===== src/rtl/gpio_irq_ctrl_pkg.sv =====
// Shared definitions for the GPIO interrupt sequencer: FSM encoding, EOI
// target address and the GPIO register word map used across the subsystem.
package gpio_irq_defs;

    typedef enum logic [2:0] {
        ST_IDLE   = 3'd0,
        ST_NOTIFY = 3'd1,
        ST_SETUP  = 3'd2,
        ST_ACCESS = 3'd3,
        ST_GUARD  = 3'd4
    } state_e;

    localparam logic [4:0] EOI_WADDR_DFLT = 5'h13;

    // GPIO register word addresses (paddr[6:2])
    localparam logic [4:0] GPIO_PORTA_DR_WA       = 5'h00;
    localparam logic [4:0] GPIO_PORTA_DDR_WA      = 5'h01;
    localparam logic [4:0] GPIO_INTEN_WA          = 5'h0C;
    localparam logic [4:0] GPIO_INTMASK_WA        = 5'h0D;
    localparam logic [4:0] GPIO_INTTYPE_LEVEL_WA  = 5'h0E;
    localparam logic [4:0] GPIO_INT_POLARITY_WA   = 5'h0F;
    localparam logic [4:0] GPIO_INTSTATUS_WA      = 5'h10;
    localparam logic [4:0] GPIO_RAW_INTSTATUS_WA  = 5'h11;
    localparam logic [4:0] GPIO_DEBOUNCE_WA       = 5'h12;
    localparam logic [4:0] GPIO_PORTA_EOI_WA      = 5'h13;
    localparam logic [4:0] GPIO_EXT_PORTA_WA      = 5'h14;

    // Write-one-to-clear pattern for a single source
    function automatic logic [31:0] eoi_bit(input logic [2:0] id);
        return 32'h1 << id;
    endfunction

endpackage


===== src/rtl/gpio_irq_ctrl_if.sv =====
// CPU interrupt handshake plus APB master bus of the interrupt sequencer.
// master = sequencer side, slave = CPU / APB completer side.
interface gpio_irq_ctrl_if;

    logic        cpu_irq;
    logic [2:0]  irq_id;
    logic        irq_ack;
    logic [4:0]  m_paddr;
    logic        m_psel;
    logic        m_penable;
    logic        m_pwrite;
    logic [31:0] m_pwdata;
    logic        m_pready;

    modport master (
        output cpu_irq, irq_id, m_paddr, m_psel, m_penable, m_pwrite, m_pwdata,
        input  irq_ack, m_pready
    );

    modport slave (
        input  cpu_irq, irq_id, m_paddr, m_psel, m_penable, m_pwrite, m_pwdata,
        output irq_ack, m_pready
    );

endinterface


===== src/rtl/gpio_rr_pick.sv =====
// Round-robin picker: first pending source after last_id, wrapping mod NUM_SRC.
// Purely combinational; no backpressure.
module gpio_rr_pick #(
    parameter int NUM_SRC = 8
) (
    input  logic [NUM_SRC-1:0] pending,
    input  logic [2:0]         last_id,
    output logic               vld,
    output logic [2:0]         winner
);

    logic [15:0] pend_ext;
    logic [3:0]  idx;

    assign pend_ext = 16'(pending);

    always_comb begin
        vld    = 1'b0;
        winner = '0;
        idx    = '0;
        for (int i = 0; i < NUM_SRC; i++) begin
            // last_id+1+i never exceeds 2*NUM_SRC-1, so one wrap suffices
            idx = 4'(last_id) + 4'(i) + 4'd1;
            if (idx >= 4'(NUM_SRC)) begin
                idx = idx - 4'(NUM_SRC);
            end
            if (!vld && pend_ext[idx]) begin
                vld    = 1'b1;
                winner = idx[2:0];
            end
        end
    end

endmodule


===== src/rtl/gpio_irq_ctrl.sv =====
// Serves one GPIO interrupt at a time to the CPU, then clears it with an APB EOI write.
// Latency: pending->cpu_irq 1 cycle; ack->psel 1 cycle; all outputs registered.
// Backpressure: CPU via irq_ack, APB completer via m_pready (ACCESS holds stable).
module gpio_irq_ctrl
    import gpio_irq_defs::*;
#(
    parameter int         NUM_SRC   = 8,
    parameter logic [4:0] EOI_WADDR = EOI_WADDR_DFLT,
    parameter int         GUARD_CYC = 2
) (
    input  logic               pclk,
    input  logic               presetn,
    input  logic [NUM_SRC-1:0] gpio_intr,
    input  logic [NUM_SRC-1:0] src_mask,
    output logic               busy,
    gpio_irq_ctrl_if.master    bus
);

    localparam logic [2:0] LAST_RST = 3'(NUM_SRC - 1);

    state_e      state_q, state_d;
    logic [2:0]  cur_id_q, cur_id_d;
    logic [2:0]  last_id_q, last_id_d;
    logic [3:0]  guard_q, guard_d;

    logic        cpu_irq_q, cpu_irq_d;
    logic [2:0]  irq_id_q, irq_id_d;
    logic [4:0]  paddr_q, paddr_d;
    logic        psel_q, psel_d;
    logic        penable_q, penable_d;
    logic        pwrite_q, pwrite_d;
    logic [31:0] pwdata_q, pwdata_d;
    logic        busy_q, busy_d;

    logic [NUM_SRC-1:0] pending;
    logic               pick_vld;
    logic [2:0]         pick_id;
    logic               apb_act;

    assign pending = gpio_intr & ~src_mask;

    gpio_rr_pick #(
        .NUM_SRC (NUM_SRC)
    ) u_pick (
        .pending (pending),
        .last_id (last_id_q),
        .vld     (pick_vld),
        .winner  (pick_id)
    );

    always_comb begin
        state_d   = state_q;
        cur_id_d  = cur_id_q;
        last_id_d = last_id_q;
        guard_d   = guard_q;
        case (state_q)
            ST_IDLE: begin
                if (pick_vld) begin
                    cur_id_d  = pick_id;
                    last_id_d = pick_id;
                    state_d   = ST_NOTIFY;
                end
            end
            ST_NOTIFY: begin
                if (bus.irq_ack) begin
                    state_d = ST_SETUP;
                end
            end
            ST_SETUP: begin
                state_d = ST_ACCESS;
            end
            ST_ACCESS: begin
                if (bus.m_pready) begin
                    state_d = ST_GUARD;
                    guard_d = 4'(GUARD_CYC);
                end
            end
            ST_GUARD: begin
                if (guard_q <= 4'd1) begin
                    state_d = ST_IDLE;
                end else begin
                    guard_d = guard_q - 4'd1;
                end
            end
            default: begin
                state_d = ST_IDLE;
            end
        endcase

        // Outputs are registered images of the next state
        apb_act   = (state_d == ST_SETUP) || (state_d == ST_ACCESS);
        cpu_irq_d = (state_d == ST_NOTIFY);
        irq_id_d  = cpu_irq_d ? cur_id_d : 3'd0;
        psel_d    = apb_act;
        penable_d = (state_d == ST_ACCESS);
        pwrite_d  = apb_act;
        paddr_d   = apb_act ? EOI_WADDR : 5'd0;
        pwdata_d  = apb_act ? eoi_bit(cur_id_d) : 32'd0;
        busy_d    = (state_d != ST_IDLE);
    end

    always_ff @(posedge pclk or negedge presetn) begin
        if (!presetn) begin
            state_q   <= ST_IDLE;
            cur_id_q  <= 3'd0;
            last_id_q <= LAST_RST;
            guard_q   <= 4'd0;
        end else begin
            state_q   <= state_d;
            cur_id_q  <= cur_id_d;
            last_id_q <= last_id_d;
            guard_q   <= guard_d;
        end
    end

    always_ff @(posedge pclk or negedge presetn) begin
        if (!presetn) begin
            cpu_irq_q <= 1'b0;
            irq_id_q  <= 3'd0;
            paddr_q   <= 5'd0;
            psel_q    <= 1'b0;
            penable_q <= 1'b0;
            pwrite_q  <= 1'b0;
            pwdata_q  <= 32'd0;
            busy_q    <= 1'b0;
        end else begin
            cpu_irq_q <= cpu_irq_d;
            irq_id_q  <= irq_id_d;
            paddr_q   <= paddr_d;
            psel_q    <= psel_d;
            penable_q <= penable_d;
            pwrite_q  <= pwrite_d;
            pwdata_q  <= pwdata_d;
            busy_q    <= busy_d;
        end
    end

    assign bus.cpu_irq   = cpu_irq_q;
    assign bus.irq_id    = irq_id_q;
    assign bus.m_paddr   = paddr_q;
    assign bus.m_psel    = psel_q;
    assign bus.m_penable = penable_q;
    assign bus.m_pwrite  = pwrite_q;
    assign bus.m_pwdata  = pwdata_q;
    assign busy          = busy_q;

endmodule


===== src/flat_wrapper.sv =====
// flat-port wrapper written by rule: the top's interface ports become plain ports
module gpio_irq_ctrl_flat import gpio_irq_defs::*;
#(
    parameter int         NUM_SRC   = 8,
    parameter logic [4:0] EOI_WADDR = EOI_WADDR_DFLT,
    parameter int         GUARD_CYC = 2
)
  (pclk, presetn, gpio_intr, src_mask, busy, bus_cpu_irq, bus_irq_id, bus_m_paddr, bus_m_psel, bus_m_penable, bus_m_pwrite, bus_m_pwdata, bus_irq_ack, bus_m_pready);
  gpio_irq_ctrl_if bus_i ();
  input  logic pclk;
  input  logic presetn;
  input  logic [NUM_SRC-1:0] gpio_intr;
  input  logic [NUM_SRC-1:0] src_mask;
  output logic busy;
  output wire logic [$bits(bus_i.cpu_irq)-1:0] bus_cpu_irq;
  output wire logic [$bits(bus_i.irq_id)-1:0] bus_irq_id;
  output wire logic [$bits(bus_i.m_paddr)-1:0] bus_m_paddr;
  output wire logic [$bits(bus_i.m_psel)-1:0] bus_m_psel;
  output wire logic [$bits(bus_i.m_penable)-1:0] bus_m_penable;
  output wire logic [$bits(bus_i.m_pwrite)-1:0] bus_m_pwrite;
  output wire logic [$bits(bus_i.m_pwdata)-1:0] bus_m_pwdata;
  input wire logic [$bits(bus_i.irq_ack)-1:0] bus_irq_ack;
  input wire logic [$bits(bus_i.m_pready)-1:0] bus_m_pready;
  assign bus_cpu_irq = bus_i.cpu_irq;
  assign bus_irq_id = bus_i.irq_id;
  assign bus_m_paddr = bus_i.m_paddr;
  assign bus_m_psel = bus_i.m_psel;
  assign bus_m_penable = bus_i.m_penable;
  assign bus_m_pwrite = bus_i.m_pwrite;
  assign bus_m_pwdata = bus_i.m_pwdata;
  assign bus_i.irq_ack = bus_irq_ack;
  assign bus_i.m_pready = bus_m_pready;
  gpio_irq_ctrl #(.NUM_SRC(NUM_SRC), .EOI_WADDR(EOI_WADDR), .GUARD_CYC(GUARD_CYC)) u_core (.pclk(pclk), .presetn(presetn), .gpio_intr(gpio_intr), .src_mask(src_mask), .busy(busy), .bus(bus_i));
endmodule

===== config.mk =====
export PLATFORM = sky130hd
export DESIGN_NAME = gpio_irq_ctrl_flat
export DESIGN_NICKNAME = d
export VERILOG_FILES = /design/src/rtl/gpio_irq_ctrl_pkg.sv /design/src/rtl/gpio_irq_ctrl_if.sv /design/src/rtl/gpio_rr_pick.sv /design/src/rtl/gpio_irq_ctrl.sv /design/src/flat_wrapper.sv
export SDC_FILE = /design/constraint.sdc
export NUM_CORES = 1
export LEC_CHECK = 0
export BUFFER_PORTS_ARGS = -buffer_cell sky130_fd_sc_hd__buf_2
export CAP_MARGIN = 20
export CORE_MARGIN = 5
export CORE_UTILIZATION = 54
export DETAILED_ROUTE_END_ITERATION = 8
export PLACE_DENSITY = 0.88
export REMOVE_ABC_BUFFERS = 1
export SYNTH_ARGS = -nofsm -noshare
export SYNTH_HDL_FRONTEND = slang
export SYNTH_SLANG_ARGS = --single-unit

===== constraint.sdc =====
create_clock -name pclk -period 4.6 [get_ports pclk]
set_input_delay 0.92 -clock pclk [delete_from_list [all_inputs] [get_ports pclk]]
set_output_delay 0.92 -clock pclk [all_outputs]
set_load 0.01 [all_outputs]

# [Word level (Yosys, flattened, before mapping)]
# Index checks and enable logic that the tools add are counted.
# Widths: inputs -> output; s select.
[classes] add_sub_neg=23 order_cmp=17 eq_ne=9 n_shift=1 mux=53 bitwise_logic=2 reduce_logical=20
[op_table] operator="$mux 3" n=15
[op_table] operator="$lt 4x5->1 const B" n=8
[op_table] operator="$mux 4" n=10
[op_table] operator="$bmux 1 s4" n=8
[op_table] operator="$ge 4x4->1 const B" n=8
[op_table] operator="$mux 32" n=1
[op_table] operator="$shl 1x3->32 const A" n=1
[op_table] operator="$sub 4x4->4 const B" n=8
[op_table] operator="$add 4x1->4 const B" n=7
[op_table] operator="$add 3x3->4 const B" n=4
[op_table] operator="$mux 1" n=16
[op_table] operator="$pmux 3 s5" n=1
[op_table] operator="$eq 3x2->1 const B" n=4
[op_table] operator="$add 3x2->4 const B" n=2
[op_table] operator="$and 8x8->8" n=1
[op_table] operator="$not 8->8" n=1
[op_table] operator="$pmux 4 s2" n=1
[op_table] operator="$logic_and 1x1->1" n=7
[op_table] operator="$logic_not 1->1" n=7
[op_table] operator="$eq 3x1->1 const B" n=2
[op_table] operator="$mux 5" n=1
[op_table] operator="$add 3x1->4 const B" n=1
[op_table] operator="$le 4x1->1 const B" n=1
[op_table] operator="$ne 2x2->1 const B" n=2
[op_table] operator="other kinds (8)" n=8
[totals] regBits=57 input_bits=20 output_inout_bits=45 word_cells=136

# [Logic depth before layout (Yosys ltp)]
# Gate-level depths: netlist of run 1.
[logic_depth] word_depth=32 ltp_mapped=13 mapped_depth_nobuf=11

# [Hierarchy]
# From an unflattened synthesis of run 1, not the netlist that was laid out.
[unflattened] cells_unflattened=265 area_unflattened_um2=2601.2
[modules_own_cells] mod="gpio_irq_ctrl" instances=1 cells_each=134 area_per_inst_um2=1396.3 seq_area_each_um2=704.4
[modules_own_cells] mod="gpio_rr_pick" instances=1 cells_each=131 area_per_inst_um2=1204.9 seq_area_each_um2=0.0

# [Least setup slack after synthesis of run 1]
# No wires, ideal clock.
[synth_timing] kind="register to register" start="reg u_core.last_id_q[1]" end="reg u_core.busy_q, in the netlist u_core.busy" setup_ns=0.131 arrival_ns=3.211 t_required_ns=4.469 setup_slack_ns=1.258 stages_incl_launch_ff=12 path_buffers=1 synth_period_minus_slack_ns=3.342 path_cell_list="dfstp_2 -> inv_1 -> ha_1 -> buf_2 -> nor4bb_1 -> nor4_1 -> mux2_2 -> o211ai_2 -> or4_4 -> o211ai_4 -> nand2b_2 -> or3_1"
[synth_between] elab_chain_cells=30 elab_cells_between_ends=79 cone_classes="add/sub: 22; order compare: 8; mux: 34; reduce/logical: 15"
[synth_rtl] element="from (decl)" line_no="gpio_irq_ctrl.sv:23" rtl="logic [2:0] last_id_q, last_id_d;"
[synth_rtl] element="from (signal assigned)" line_no="gpio_irq_ctrl.sv:111" rtl="last_id_q <= last_id_d;"
[synth_rtl] element="branches (longest 26 deep; another with $add 3x1->4)"
[synth_rtl] element="$mux 1 *" line_no="gpio_rr_pick.sv:27" rtl="if (!vld && pend_ext[idx]) begin"
[synth_rtl] element="$mux 3 *" line_no="gpio_irq_ctrl.sv:58" rtl="if (pick_vld) begin"
[synth_rtl] element="$pmux 3 s5 *" line_no="gpio_irq_ctrl.sv:56" rtl="case (state_q)"
[synth_rtl] element="named net u_core.state_d[0]" line_no="gpio_irq_ctrl.sv:21" rtl="state_e state_q, state_d;"
[synth_rtl] element="$reduce_bool 3->1 *" line_no="gpio_irq_ctrl.sv:99" rtl="busy_d = (state_d != ST_IDLE);"
[synth_rtl] element="named net u_core.busy_d" line_no="gpio_irq_ctrl.sv:33" rtl="logic busy_q, busy_d;"
[synth_rtl] element="to (signal assigned)" line_no="gpio_irq_ctrl.sv:134" rtl="busy_q <= busy_d;"
[synth_rtl] element="to (decl)" line_no="gpio_irq_ctrl.sv:33"
# Mark *: on every way through the listed nets, which the timed path passes. The select of a mux whose other input is x is not followed.
# A chain may end at the register's enable or synchronous reset.

# [Worst setup path in the final report of run 1]
[layout_timing] start="reg u_core.last_id_q[0]" end="reg u_core.pwdata_q[0], in the netlist u_core.bus.m_pwdata[0]"
[layout_between] elab_cells_between_ends=93 cone_classes="add/sub: 22; order compare: 8; eq/ne: 2; shift: 1; mux: 45; reduce/logical: 15"
[layout_rtl] element="branches (longest 27 deep; another with $add 3x1->4)"
[layout_rtl] element="$mux 3 *" line_no="gpio_irq_ctrl.sv:58"
[layout_rtl] element="$mux 3 *" line_no="gpio_irq_ctrl.sv:56"
[layout_rtl] element="named net u_core.cur_id_d[0]" line_no="gpio_irq_ctrl.sv:22" rtl="logic [2:0] cur_id_q, cur_id_d;"
[layout_rtl] element="$shl 1x3->32 *" line_no="gpio_irq_ctrl_pkg.sv:30" rtl="return 32'h1 << id;"
[layout_rtl] element="$mux 32 *" line_no="gpio_irq_ctrl.sv:98" rtl="pwdata_d = apb_act ? eoi_bit(cur_id_d) : 32'd0;"
[layout_rtl] element="named net u_core.pwdata_d[0]" line_no="gpio_irq_ctrl.sv:32" rtl="logic [31:0] pwdata_q, pwdata_d;"
[layout_rtl] element="to (signal assigned)" line_no="gpio_irq_ctrl.sv:133" rtl="pwdata_q <= pwdata_d;"
[layout_rtl] element="to (decl)" line_no="gpio_irq_ctrl.sv:32"
# Marked as above.

==> run summary, run 1 <==
The tools report the final setup TNS as 0 ps. sky130_fd_sc_hd__dfrtp_1 takes more of the synthesized area than any other cell. Hold repair after CTS inserted 0 buffers. The logs give 4240 ps for the signal arrival time at the worst endpoint and 1 for the number of H-tree levels. TritonCTS built the clock tree. The netlist uses 59 different library cells. The final critical-path share of the clock period is 88.2%, and the max-cap check violation count is 0.

Average wire length per cell after detail routing: 16.3 um. In the post-synthesis netlist, the biggest area contributors are sky130_fd_sc_hd__dfrtp_1 (25%), sky130_fd_sc_hd__buf_4 (9.2%), sky130_fd_sc_hd__mux4_2 (8.2%), sky130_fd_sc_hd__mux2i_1 (3.7%), sky130_fd_sc_hd__ha_1 (3.6%). The classification of the worst setup path was register to register. Once the clock tree was built, the setup fixing pass inserted 0 buffers. The synthesized design contains 0 enable-type register cells. The fraction of final layout cells sized beyond drive strength 1 came out at 26.6%.

The total global routing track utilization was 18.3%; the synthesized-area fraction occupied by adder cells was 3.56%. The number of gates given a new drive strength after cts is 0, and the number of cells traversed by the worst register-to-register path is 11. For the global-route wire length before repair, the log shows 9.19 mm. The logs give 540 ps for the register-to-register setup slack and 30 for the maximum number of pins on one net before global-route repair. The worst register-to-register path ends at u_core.bus.m_pwdata[0]. Dividing total power by cell area gives a power density of 850 nW/um^2. The share of synthesized area in the top cell type comes to 25.5%. The number of global-route vias before repair is 1,925. Setup violations remaining at the end of the flow were counted as 0. Counting flops with an async set or reset pin after synthesis yields a share of 100%. The share of synthesized area occupied by flip-flops and latches was 28.7%. For the Yosys warning count, the log shows 0.

The path class of the tightest hold or removal check is register to register. After floorplanning, the core was sized to cover 4380 um^2. The floorplan step defined a die boundary enclosing 6000 um^2. Net count of the finished layout: 317. After synthesis, the largest family of logic cells by area is simple AND/OR/NAND/NOR gates. The synthesized netlist devotes 21.3% of its cell area to simple gates.

The logs give 0 for the initial antenna violation count and 56.1% for the starting density of the core. The worst hold margin came out at 543 ps. The run finished with clean final reports. In this run the critical register-to-register path is launched from u_core.last_id_q[0].

Measured against its own limit, the worst slew margin works out to 40.6%. In the synthesized netlist, mux cells make up 13.3% of the area. The final-report hold violation count was 0.

The via density per instance was 5.87. Terminating pin of the worst hold path: u_core.guard_q[0]. The total detailed-routing wirelength came out at 5.57 mm.

The post-synthesis share of cell area spent on xor and xnor gates was 2.75%. The chip height was 77.5 um. The worst setup path is launched from a register. After synthesis the cells add up to 2460 um^2. For the DRC violation count after routing, the log shows 0. The root buffer cell chosen for the clock tree is sky130_fd_sc_hd__clkbuf_8. In this run, CTS created clock tree buffers numbering 3.

Fmax: 0.246 GHz. At the pin with the least slew margin, the transition time is 880 ps. Among all flip-flop cells after synthesis, the most frequent one is sky130_fd_sc_hd__dfrtp_1.

The maximum root-to-sink buffer count was 2. The number of cells on the worst hold path was 1; the number of nets with antenna violations after routing was 0. The number of design-rule violations left by the first detailed-router iteration was 179; the worst voltage drop across the vdd grid was 0.511 mV.

The run gives 1.23 nW as the leakage power of the design. At the worst endpoint, the required time is 4780 ps. The first-pass detailed-route iteration total is 5. The antenna diode instance count was 0. HPWL after detailed placement: 4.31 mm. The top-level port count came out at 65. After synthesis the netlist holds a flip-flop and latch count of 28. The x dimension of the die works out to 77.5 um.

Clock latency on the worst-skew pair, taken at its later pin, is 280 ps. The initialized floorplan defines 24 standard-cell rows. The tools report the cell count after synthesis as 257. The sum of overflow across all layers after global routing is 0, and the layout overhead on the synthesized area is 6.57%. The tools report the launch instance of the worst min-delay path as u_core.guard_q[0]. The average cell area after synthesis was 9.56 um^2; the post-layout minimum cycle time was 4060 ps. The quantity of I/O buffers inserted on ports is 38. STA classifies the critical path endpoint as a register.

At the end of routability-driven placement, the weighted congestion stood at 0.897. Summing the areas of all compound-gate instances in the mapped netlist gives 17.6% of the synthesized area. For this block, the via count after detailed routing is 2,002. Along the worst path, the maximum fanout reaches 29. The logs give 360 for the filler cell count and 28 for the total clock sinks. The worst setup skew after layout came out at 6.25 ps.

Setup repair after global routing left no endpoint under its margin. Clock-pin slew was measured on the worst setup and hold paths at 90 ps. The max-slew violation count is 0.
## layer usage
metal	global-route usage, %	wire length (um)
met1	24.3	2270
met2	31.1	2790
met3	3.24	426
met4	4.64	79
met5	0	0
## power breakdown
part | total [mW] | leakage (nW) | internal (mW) | switching [mW]
Sequential | 0.484 | 0.354 | 0.361 | 0.123
Clock | 0.192 | 0.0357 | 0.117 | 0.0756
Combinational | 1.55 | 0.842 | 0.640 | 0.910
## worst max-delay path by stage
stage,from,to,slack (ps),depth (start not counted)
floorplan,u_core.last_id_q[0],u_core.busy,860,10
global placement,u_core.last_id_q[0],u_core.busy,780,10
detailed placement,u_core.last_id_q[0],u_core.bus.m_pwdata[0],640,11
CTS,u_core.last_id_q[0],u_core.bus.m_pwdata[0],610,11
global route,u_core.last_id_q[0],u_core.bus.m_pwdata[4],280,11
finish,u_core.last_id_q[0],u_core.bus.m_pwdata[0],540,11
## cell families (layout without fill, tap and decap cells)
family / Yosys count / after routing
AND/OR/NAND/NOR: 93 / 93
adder cells (fa/ha/maj): 7 / 7
other: 1 / 26
XOR/XNOR: 6 / 6
multiplexers: 21 / 21
AO/OA/AOI/OAI: 54 / 54
buffers and inverters: 47 / 54
flip-flops: 28 / 28
## layout make-up
class                           count  area (um^2)  area share (%)
Inverter                           11         43.8            1.67
Timing Repair Buffer               39          198            7.55
Clock inverter                      1         30.0            1.15
Clock buffer                        3         41.3            1.58
Sequential cell                    28          704            26.9
Multi-Input combinational cell    207         1540            58.7
Tap cell                           52         65.1            2.48
## synth_stat cells, types with 3 or more instances
cell type                  instances
sky130_fd_sc_hd__nand2_1          15
sky130_fd_sc_hd__a21o_1            4
sky130_fd_sc_hd__nor2b_1           5
sky130_fd_sc_hd__inv_1             8
sky130_fd_sc_hd__xnor2_1           4
sky130_fd_sc_hd__nor4bb_1          4
sky130_fd_sc_hd__ha_1              7
sky130_fd_sc_hd__mux4_2            9
sky130_fd_sc_hd__a21oi_1           9
sky130_fd_sc_hd__buf_2             3
sky130_fd_sc_hd__buf_4            30
sky130_fd_sc_hd__mux2i_1           9
sky130_fd_sc_hd__nor4_1            3
sky130_fd_sc_hd__nor3_1           10
sky130_fd_sc_hd__a21boi_0          3
sky130_fd_sc_hd__dfstp_2           3
sky130_fd_sc_hd__dfrtp_1          25
sky130_fd_sc_hd__nand2b_1         10
sky130_fd_sc_hd__nand3_1           6
sky130_fd_sc_hd__o21ai_0           9
sky130_fd_sc_hd__o21a_1            4
sky130_fd_sc_hd__nor2_1           23
sky130_fd_sc_hd__mux2_2            3
sky130_fd_sc_hd__a31oi_1           3
## registers in the layout, indices dropped and copies added, names as in the netlist
name                  count
u_core.guard_q            4
u_core.bus.m_pwdata       8
u_core.bus.m_paddr        1
u_core.state_q            3
u_core.last_id_q          3
u_core.bus.cpu_irq        1
u_core.bus.m_penable      1
u_core.busy               1
u_core.bus.irq_id         3
u_core.cur_id_q           3
## stage by stage
step / setup slack (ps) / cell area, um^2 / utilization [%] / total power [mW] / cells
floorplan: 857 / 2280 / - / 1.64 / 246
global placement: 780 / 2550 / 58.1 / 1.95 / 337
detailed placement: 645 / 2550 / 58.1 / 2.00 / 337
CTS: 612 / 2620 / 59.7 / 2.21 / 341
global route: 283 / 2620 / 59.7 / 2.40 / 341
finish: 541 / 2620 / 59.7 / 2.23 / 341
## layout by cell type (no fill, tap or decap), types with 3 or more instances in the layout
cell | netlist | final
sky130_fd_sc_hd__nor2_1 | 23 | 23
sky130_fd_sc_hd__conb_1 | 1 | 26
sky130_fd_sc_hd__nand2b_1 | 10 | 10
sky130_fd_sc_hd__nor4_1 | 3 | 3
sky130_fd_sc_hd__nor4bb_1 | 4 | 4
sky130_fd_sc_hd__nand3_1 | 6 | 6
sky130_fd_sc_hd__a21oi_1 | 9 | 9
sky130_fd_sc_hd__clkbuf_8 | 0 | 3
sky130_fd_sc_hd__dfstp_2 | 3 | 3
sky130_fd_sc_hd__xnor2_1 | 4 | 4
sky130_fd_sc_hd__nor3_1 | 10 | 10
sky130_fd_sc_hd__mux4_2 | 9 | 9
sky130_fd_sc_hd__o21a_1 | 4 | 4
sky130_fd_sc_hd__dfrtp_1 | 25 | 25
sky130_fd_sc_hd__ha_1 | 7 | 7
sky130_fd_sc_hd__a21boi_0 | 3 | 3
sky130_fd_sc_hd__a21o_1 | 4 | 4
sky130_fd_sc_hd__nor2b_1 | 5 | 5
sky130_fd_sc_hd__o21ai_0 | 9 | 9
sky130_fd_sc_hd__inv_1 | 8 | 8
sky130_fd_sc_hd__a31oi_1 | 3 | 3
sky130_fd_sc_hd__mux2_2 | 3 | 3
sky130_fd_sc_hd__buf_2 | 3 | 38
sky130_fd_sc_hd__mux2i_1 | 9 | 9
sky130_fd_sc_hd__nand2_1 | 15 | 15
## worst max-delay path: stages (launching register included)
cell	delay, ps
sky130_fd_sc_hd__dfstp_2	910
sky130_fd_sc_hd__inv_4	170
sky130_fd_sc_hd__ha_1	450
sky130_fd_sc_hd__and4b_1	230
sky130_fd_sc_hd__nor4_1	440
sky130_fd_sc_hd__mux2_2	290
sky130_fd_sc_hd__o211ai_2	140
sky130_fd_sc_hd__o41ai_2	630
sky130_fd_sc_hd__nand2b_1	110
sky130_fd_sc_hd__nand3_1	230
sky130_fd_sc_hd__inv_2	100
sky130_fd_sc_hd__nor3_1	250
Power figures use the tool's default switching activity.
==> run 2: changes to the inputs <==
- CELL_PAD_IN_SITES_DETAIL_PLACEMENT: default -> 0
- CELL_PAD_IN_SITES_GLOBAL_PLACEMENT: default -> 1
- CORE_UTILIZATION: 54 -> 41
- PLACE_DENSITY: 0.88 -> 0.87
- SYNTH_HIERARCHICAL: default -> 1
==> run summary, run 2 <==
The run finished with clean final reports. The final critical-path share of the clock period is 91.8% (+3.6 points). The flip-flop count of the largest register, all copies and words added was 8 (unchanged).

The clock root buffer master is sky130_fd_sc_hd__clkbuf_8. The top cell type's share of synthesized area was 24.1% (-1.4 points); the leakage power of the design was 1.28 nW (+4.3%). The worst setup path is captured at a register.

The slowest cell on the critical path was sky130_fd_sc_hd__dfstp_2. In the layout the commonest cells are sky130_fd_sc_hd__buf_2 (38), sky130_fd_sc_hd__conb_1 (26), sky130_fd_sc_hd__dfrtp_1 (25). The tools report the area taken by multi-input logic gates as 1620 um^2 (+5.2%). The worst setup path is launched from a register. The delay of the slowest cell on the worst path came out at 720 ps (-190 ps). The logs give 4.23 mm (-2.0%) for the HPWL after detailed placement and 2600 um^2 (+5.9%) for the cell area after synthesis. The clock slew at the register clock pins of the worst setup and hold paths was 90 ps (about the same). The logs give 3.16 ps (-3.09 ps) for the worst setup skew after layout and 14.0% (-4.3 points) for the total global routing track utilization. The max-slew violation count is 0 (unchanged).

The average wire length per cell after detail routing was 14.6 um (-11%); the cell count after synthesis was 265 (+3.1%). Most common cell after layout, fill and taps aside: sky130_fd_sc_hd__buf_2. The starting density of the core was 41.4% (-15 points); the fraction of final layout cells sized beyond drive strength 1 was 29.1% (+2.4 points). The internal power came out at 1.26 mW (+13%). The switching part of the total power was 48.9% (-0.93 points); the x dimension of the die was 89.7 um (+16%). The total clock sinks is 28 (unchanged). The classification of the worst setup path was register to register.

By count the netlist is led by sky130_fd_sc_hd__buf_4 (30), sky130_fd_sc_hd__dfrtp_1 (25), sky130_fd_sc_hd__nor2_1 (23), sky130_fd_sc_hd__nand2_1 (21), sky130_fd_sc_hd__mux2i_1 (13). The logs give 5 (unchanged) for the first-pass detailed-route iteration total and 2,070 (+3.4%) for the total number of vias. For the Yosys warning count, the log shows 6 (+6). The final-report hold violation count is 0 (unchanged). Setup repair after global routing left no endpoint under its margin.

Among all cell types in the netlist, the one instantiated most often is sky130_fd_sc_hd__buf_4. The async set-reset flop share out of synthesis is 100% (unchanged), and the clock power share is 7.6% (-1.0 points). The quantity of I/O buffers inserted on ports works out to 38 (unchanged).

For this run, the leading register cell type out of synthesis is sky130_fd_sc_hd__dfrtp_1. TritonCTS built the clock tree. Clock insertion delay at the later pin of the skew report: 270 ps (about the same). The overall die area came out at 8040 um^2 (+34%).

Sorting the synthesized cells by area gives the leading types as sky130_fd_sc_hd__dfrtp_1 (24%), sky130_fd_sc_hd__buf_4 (8.7%), sky130_fd_sc_hd__mux4_2 (8.7%), sky130_fd_sc_hd__mux2i_1 (5.0%), sky130_fd_sc_hd__mux2_2 (3.5%). Slew of the pin with the lowest slew margin: 715 ps (-165 ps). The routability-driven placement congestion ratio is 0.894 (-0.42%), and the average cell area after synthesis is 9.82 um^2 (+2.7%). The net count of the finished layout is 324 (+2.2%), and the power density of the placed cells is 894 nW/um^2 (+5.1%). The signal arrival time at the worst endpoint is 4390 ps (+150 ps). The number of global-route vias before repair was 1,968 (+2.2%). The logs give 0 (unchanged) for the DRC violation count after routing and 0 (unchanged) for the initial antenna violation count. The worst hold path belongs to the class register to register. The run gives 0.237 GHz (-3.9%) as the fmax. The relative max-transition margin was 51.0% (+10 points).

The logs give 44.0% (-16 points) for the post-route core utilization and 111 (-38%) for the number of design-rule violations left by the first detailed-router iteration. The maximum root-to-sink buffer count is 2 (unchanged). The via density per instance was 5.55 (-5.5%). The number of rows in the core area is 29 (+21%), and the register area is 704 um^2 (unchanged).

The top fanout value on the critical path came out at 12 (-59%). By instance count, the cell type seen most on the critical path is sky130_fd_sc_hd__mux2i_1. The global-route wire length before repair was 9.23 mm (+0.38%). For the maximum number of pins on one net before global-route repair, the log shows 29 (-3.3%).

The sequential share of power was 18.8% (-2.9 points); the post-place instance area was 2680 um^2 (+5.3%). Post-layout minimum cycle time: 4220 ps (+166 ps). The tools report the finished layout cell area as 2760 um^2 (+5.4%). The chip height is 89.7 um (+16%), and the number of buffers inserted during clock tree synthesis is 3 (unchanged). The count of state elements after synthesis was 28 (unchanged); the distinct cell type count of the synthesized netlist was 64 (+8.5%). The max-cap check violation count came out at 0 (unchanged). The layout overhead on the synthesized area was 6.16%; the total detailed-routing wirelength was 5.44 mm (-2.3%). The number of synthesized flops with an enable pin was 0 (unchanged). The run gives 0 (unchanged) as the antenna diode instance count. The required time reported for the critical path endpoint was 4770 ps (about the same); the final setup TNS was 0 ps (unchanged).

The tools report the total setup violations reported at the end of the flow as 0 (unchanged). For the buffers inserted during post-CTS setup optimization, the log shows 0 (unchanged). The number of H-tree levels came out at 1 (unchanged). The number of nets with antenna violations after routing is 0 (unchanged). For the share of synthesized area occupied by flip-flops and latches, the log shows 27.1% (-1.6 points). Top cell type by total area after synthesis: sky130_fd_sc_hd__dfrtp_1.

The tools report the power spent charging and discharging nets as 1.21 mW (+8.8%). The signal on the critical path passes through inv_1, ha_1, buf_4, xnor2_2, mux2i_1, a221oi_1, a211oi_2, a2111oi_2, nor3_1, or3_1, mux2i_1, clkinv_1, nand2_1, nor2_1. The filler cell count is 609 (+69%), and the top-level port count is 65 (unchanged). The worst voltage drop across the vdd grid is 0.378 mV (-26%).

The share of power burned in combinational logic was 73.6% (+4.0 points); the area of the placeable core was 6280 um^2 (+43%). The run gives 0 (unchanged) as the sum of overflow across all layers after global routing.
[run 2: cell count changes after synthesis, sizes merged, moves of 5 or more]
cell and change:
nor3 -5, mux2 +5, nand2 +7, nand2b -8
buf +5
[run 2: final cells by class]
| class | instances | share of cell area (%) |
|---|---|---|
| Sequential cell | 28 | 25.5 |
| Inverter | 14 | 1.90 |
| Clock buffer | 3 | 1.50 |
| Timing Repair Buffer | 42 | 7.97 |
| Multi-Input combinational cell | 208 | 58.5 |
| Clock inverter | 1 | 1.09 |
| Tap cell | 77 | 3.49 |
[run 2: routing by layer]
metal,share of wire (%),GRT usage (%),vias up,wire length (um)
met3,7.3,2.28,17,397
li1,-,-,966,-
met1,41,18.9,985,2230
met2,49,23.7,102,2690
met4,2.3,3.38,0,124
met5,0,0,-,0
[run 2: path summary, 6_finish.rpt]
check	cells past startpoint	endpoint	startpoint	slack, ps
worst max-delay path	14	u_core/bus.m_pwdata[3]	u_core/last_id_q[1]	380
worst min-delay path	2	u_core/cur_id_q[2]	u_core/cur_id_q[2]	560
worst max register to register	14	u_core/bus.m_pwdata[3]	u_core/last_id_q[1]	380
worst min register to register	2	u_core/cur_id_q[2]	u_core/cur_id_q[2]	560
max in group asynchronous	1	u_core/guard_q[0]	presetn	3550
min in group asynchronous	1	u_core/bus.irq_id[2]	presetn	650
[run 2: power by group through the flow]
| stage | Combinational, mW | Sequential [mW] | Clock, mW |
|---|---|---|---|
| 3_5_place_dp | 1.78 | 0.470 | 0 |
| 3_3_place_gp | 1.78 | 0.466 | 0 |
| 4_1_cts | 1.79 | 0.466 | 0.193 |
| 5_1_grt | 2.00 | 0.482 | 0.203 |
| 2_1_floorplan | 1.31 | 0.514 | 0 |
| 6_report | 1.82 | 0.464 | 0.187 |
[run 2: timing repair]
item | in CTS | in global routing
gates resized for setup | 0 | 1
hold buffers | 0 | 0
hold endpoints to repair | 0 | 0
endpoints found under the setup margin | 0 | 3
[run 2: critical path, delay by kind of cell (launching register included)]
kind            cells  cell delay (ps)
compound gates      3             1160
flops               1              720
simple gates        4              660
buf+inv             3              560
mux                 2              440
fa+ha+maj           1              420
xor+xnor            1              150
[run 2: kinds of logic (layout without fill, tap and decap cells)]
group	Yosys count	count (layout)	synth area share [%]
flip-flops	28	28	27.1
adder cells (fa/ha/maj)	7	7	3.37
XOR/XNOR	5	5	3.27
buffers and inverters	54	60	14.7
AO/OA/AOI/OAI	47	47	13.8
multiplexers	33	33	19.1
other	1	26	0.144
AND/OR/NAND/NOR	90	90	18.6
[run 2: metrics by stage]
stage                     std cells  worst slack (ps)  total power [mW]  hold WS, ps
final                           373               375              2.47          559
after global routing            373              36.6              2.68          590
after CTS                       373               370              2.45          566
after global placement          369               478              2.25          527
after floorplan                 250               191              1.82          497
after detailed placement        369               411              2.25          539
==> run 3: changes to the inputs <==
- CORE_UTILIZATION: 41 -> 40
- PLACE_DENSITY: 0.87 -> 0.86
- SYNTH_HIERARCHICAL: 1 -> default
==> run summary, run 3 (synthesis results as in run 1) <==
The register area was 704 um^2 (unchanged). The endpoint type of the worst setup path was a register. The power density of the placed cells was 821 nW/um^2 (-8.1%); the first-pass detailed-route iteration total was 4 (-1).

Relative to the synthesized area, the layout overhead comes to 7.28%. The post-cts hold buffer count is 0 (unchanged). Total detailed-routing wirelength: 5.26 mm (-3.3%). The total number of vias was 1,976 (-4.5%).

The signal arrival time at the worst endpoint is 3960 ps (-430 ps), and the post-layout minimum cycle time is 3810 ps (-417 ps). The fraction of final layout cells sized beyond drive strength 1 is 26.8% (-2.2 points). The finished layout cell area was 2640 um^2 (-4.5%); the clock slew at the register clock pins of the worst setup and hold paths was 90 ps (about the same).

For the HPWL after detailed placement, the log shows 4.20 mm (-0.51%). The critical path startpoint category is a register. The top fanout value on the critical path was 14 (+2); the number of H-tree levels was 1 (unchanged).

Via density per instance: 5.40 (-2.7%). Leaving out fill and tap cells, the most frequent cells in the layout are sky130_fd_sc_hd__buf_2 (38), sky130_fd_sc_hd__conb_1 (26), sky130_fd_sc_hd__dfrtp_1 (25). The final cell count without fillers is 366 (-1.9%), and the worst setup skew after layout is 7.33 ps (+4.17 ps). Number of nets with antenna violations after routing: 0 (unchanged). The area taken by multi-input logic gates is 1540 um^2 (-5.0%), and the relative max-transition margin is 34.7% (-16 points). The slowest cell on the critical path is sky130_fd_sc_hd__dfstp_2. For the post-place instance area, the log shows 2590 um^2 (-3.4%).

Most common cell after layout, fill and taps aside: sky130_fd_sc_hd__buf_2. Maximum root-to-sink buffer count: 2 (unchanged). The flip-flop count of the largest register, all copies and words added works out to 8 (unchanged). The maximum number of pins on one net before global-route repair was 29 (unchanged); the x dimension of the die was 88.4 um (-1.4%). The number of buffers inserted during clock tree synthesis is 3 (unchanged), and the worst hold margin is 541 ps (-17.9 ps). The total setup violations reported at the end of the flow came out at 0 (unchanged). The tools report the routability-driven placement congestion ratio as 0.906 (+1.4%).

Walking the worst path, the cells encountered are inv_1, ha_1, and4b_1, nor4_1, mux2_2, o211ai_2, or4_4, o211ai_4, nand2b_2, or3_1. The number of design-rule violations left by the first detailed-router iteration came out at 189 (+70%). The run finished with clean final reports. The area of the placeable core was 5960 um^2 (-5.1%). The overall die area was 7810 um^2 (-2.8%).

Required time reported for the critical path endpoint: 4760 ps (about the same). The run gives 0.223 mV (-41%) as the worst voltage drop across the vdd grid. The number of cells traversed by the worst register-to-register path works out to 10 (-4). TritonCTS built the clock tree. The fmax was 0.263 GHz (+11%); the final-report hold violation count was 0 (unchanged). The global-route wire length before repair came out at 8.67 mm (-6.1%). Setup repair after global routing left no endpoint under its margin. The clock insertion delay at the later pin of the skew report was 270 ps (about the same). The sum of overflow across all layers after global routing was 0 (unchanged); the leakage power of the design was 1.23 nW (-4.4%). The initial antenna violation count was 0 (unchanged).

The final setup TNS is 0 ps (unchanged), and the max-cap check violation count is 0 (unchanged). The average wire length per cell after detail routing was 14.4 um (-1.4%); the antenna diode instance count was 0 (unchanged). Clock tree synthesis selected as its root buffer the cell sky130_fd_sc_hd__clkbuf_8.

Number of cells after detailed placement: 362 (-1.9%). The number of cells on the worst hold path was 1 (-1). Quantity of I/O buffers inserted on ports: 38 (unchanged).

The chip height is 88.4 um (-1.4%). For the number of rows in the core area, the log shows 28 (-3.4%). The run gives 0 (unchanged) as the max-slew violation count.

The critical path is of the register to register type. The total clock sinks is 28 (unchanged), and the number of gates given a new drive strength after cts is 0 (unchanged). The filler cell count is 597 (-2.0%). For the total global routing track utilization, the log shows 13.6% (-0.48 points). Net count of the finished layout: 319 (-1.5%). The delay of the slowest cell on the worst path is 620 ps (-100 ps). The slew of the pin with the lowest slew margin works out to 968 ps (+253 ps). The final critical-path share of the clock period is 82.8% (-9.1 points). The run gives 65 (unchanged) as the top-level port count. The logs give 0 (unchanged) for the buffers inserted during post-CTS setup optimization and 2.16 mW (-12%) for the post-layout total power.

The logs give 0 (unchanged) for the DRC violation count after routing and 41.3% (-0.18 points) for the starting density of the core. The tools report the number of global-route vias before repair as 1,857 (-5.6%). The worst min-delay path category is register to register.
run 3: cell type report:
type | count | share of cell area [%]
Inverter | 11 | 1.66
Clock buffer | 4 | 1.71
Timing Repair Buffer | 41 | 8.07
Sequential cell | 28 | 26.7
Tap cell | 75 | 3.56
Multi-Input combinational cell | 207 | 58.3
run 3: worst paths after layout:
kind | end | startpoint | slack [ps]
min in group asynchronous | u_core.guard_q[1] | presetn | 640
max in group asynchronous | u_core.bus.m_pwdata[0] | presetn | 3570
worst min-delay path | u_core.guard_q[0] | u_core.guard_q[0] | 540
worst min register to register | u_core.guard_q[0] | u_core.guard_q[0] | 540
worst max-delay path | u_core.busy | u_core.last_id_q[1] | 790
worst max register to register | u_core.busy | u_core.last_id_q[1] | 790
run 3: routing by layer:
layer | vias up | GRT usage [%] | part of all wire [%]
met5 | - | 0 | 0
met4 | 0 | 0.824 | 0.15
met3 | 2 | 2.23 | 5.9
met2 | 71 | 24.2 | 50
met1 | 959 | 18.1 | 44
li1 | 944 | - | -
run 3: where the power goes:
part           switching, mW  internal (mW)  total (mW)  leakage [nW]
Clock                 0.0683         0.0619       0.130        0.0228
Combinational          0.937          0.654        1.59         0.851
Sequential            0.0822          0.360       0.442         0.354
Total                   1.09           1.08        2.16          1.23
run 3: per-stage QoR:
stage               setup WS [ps]  util [%]
global placement              903      43.5
finish                        792      44.3
CTS                           831      44.3
detailed placement            833      43.5
floorplan                     857         -
global route                  563      44.3
run 3: worst max-delay path, delay by kind of cell (launching register included):
family | cells | cell delay, ps
buf+inv | 1 | 180
compound gates | 2 | 390
flops | 1 | 620
mux | 1 | 290
simple gates | 5 | 1700
fa+ha+maj | 1 | 510
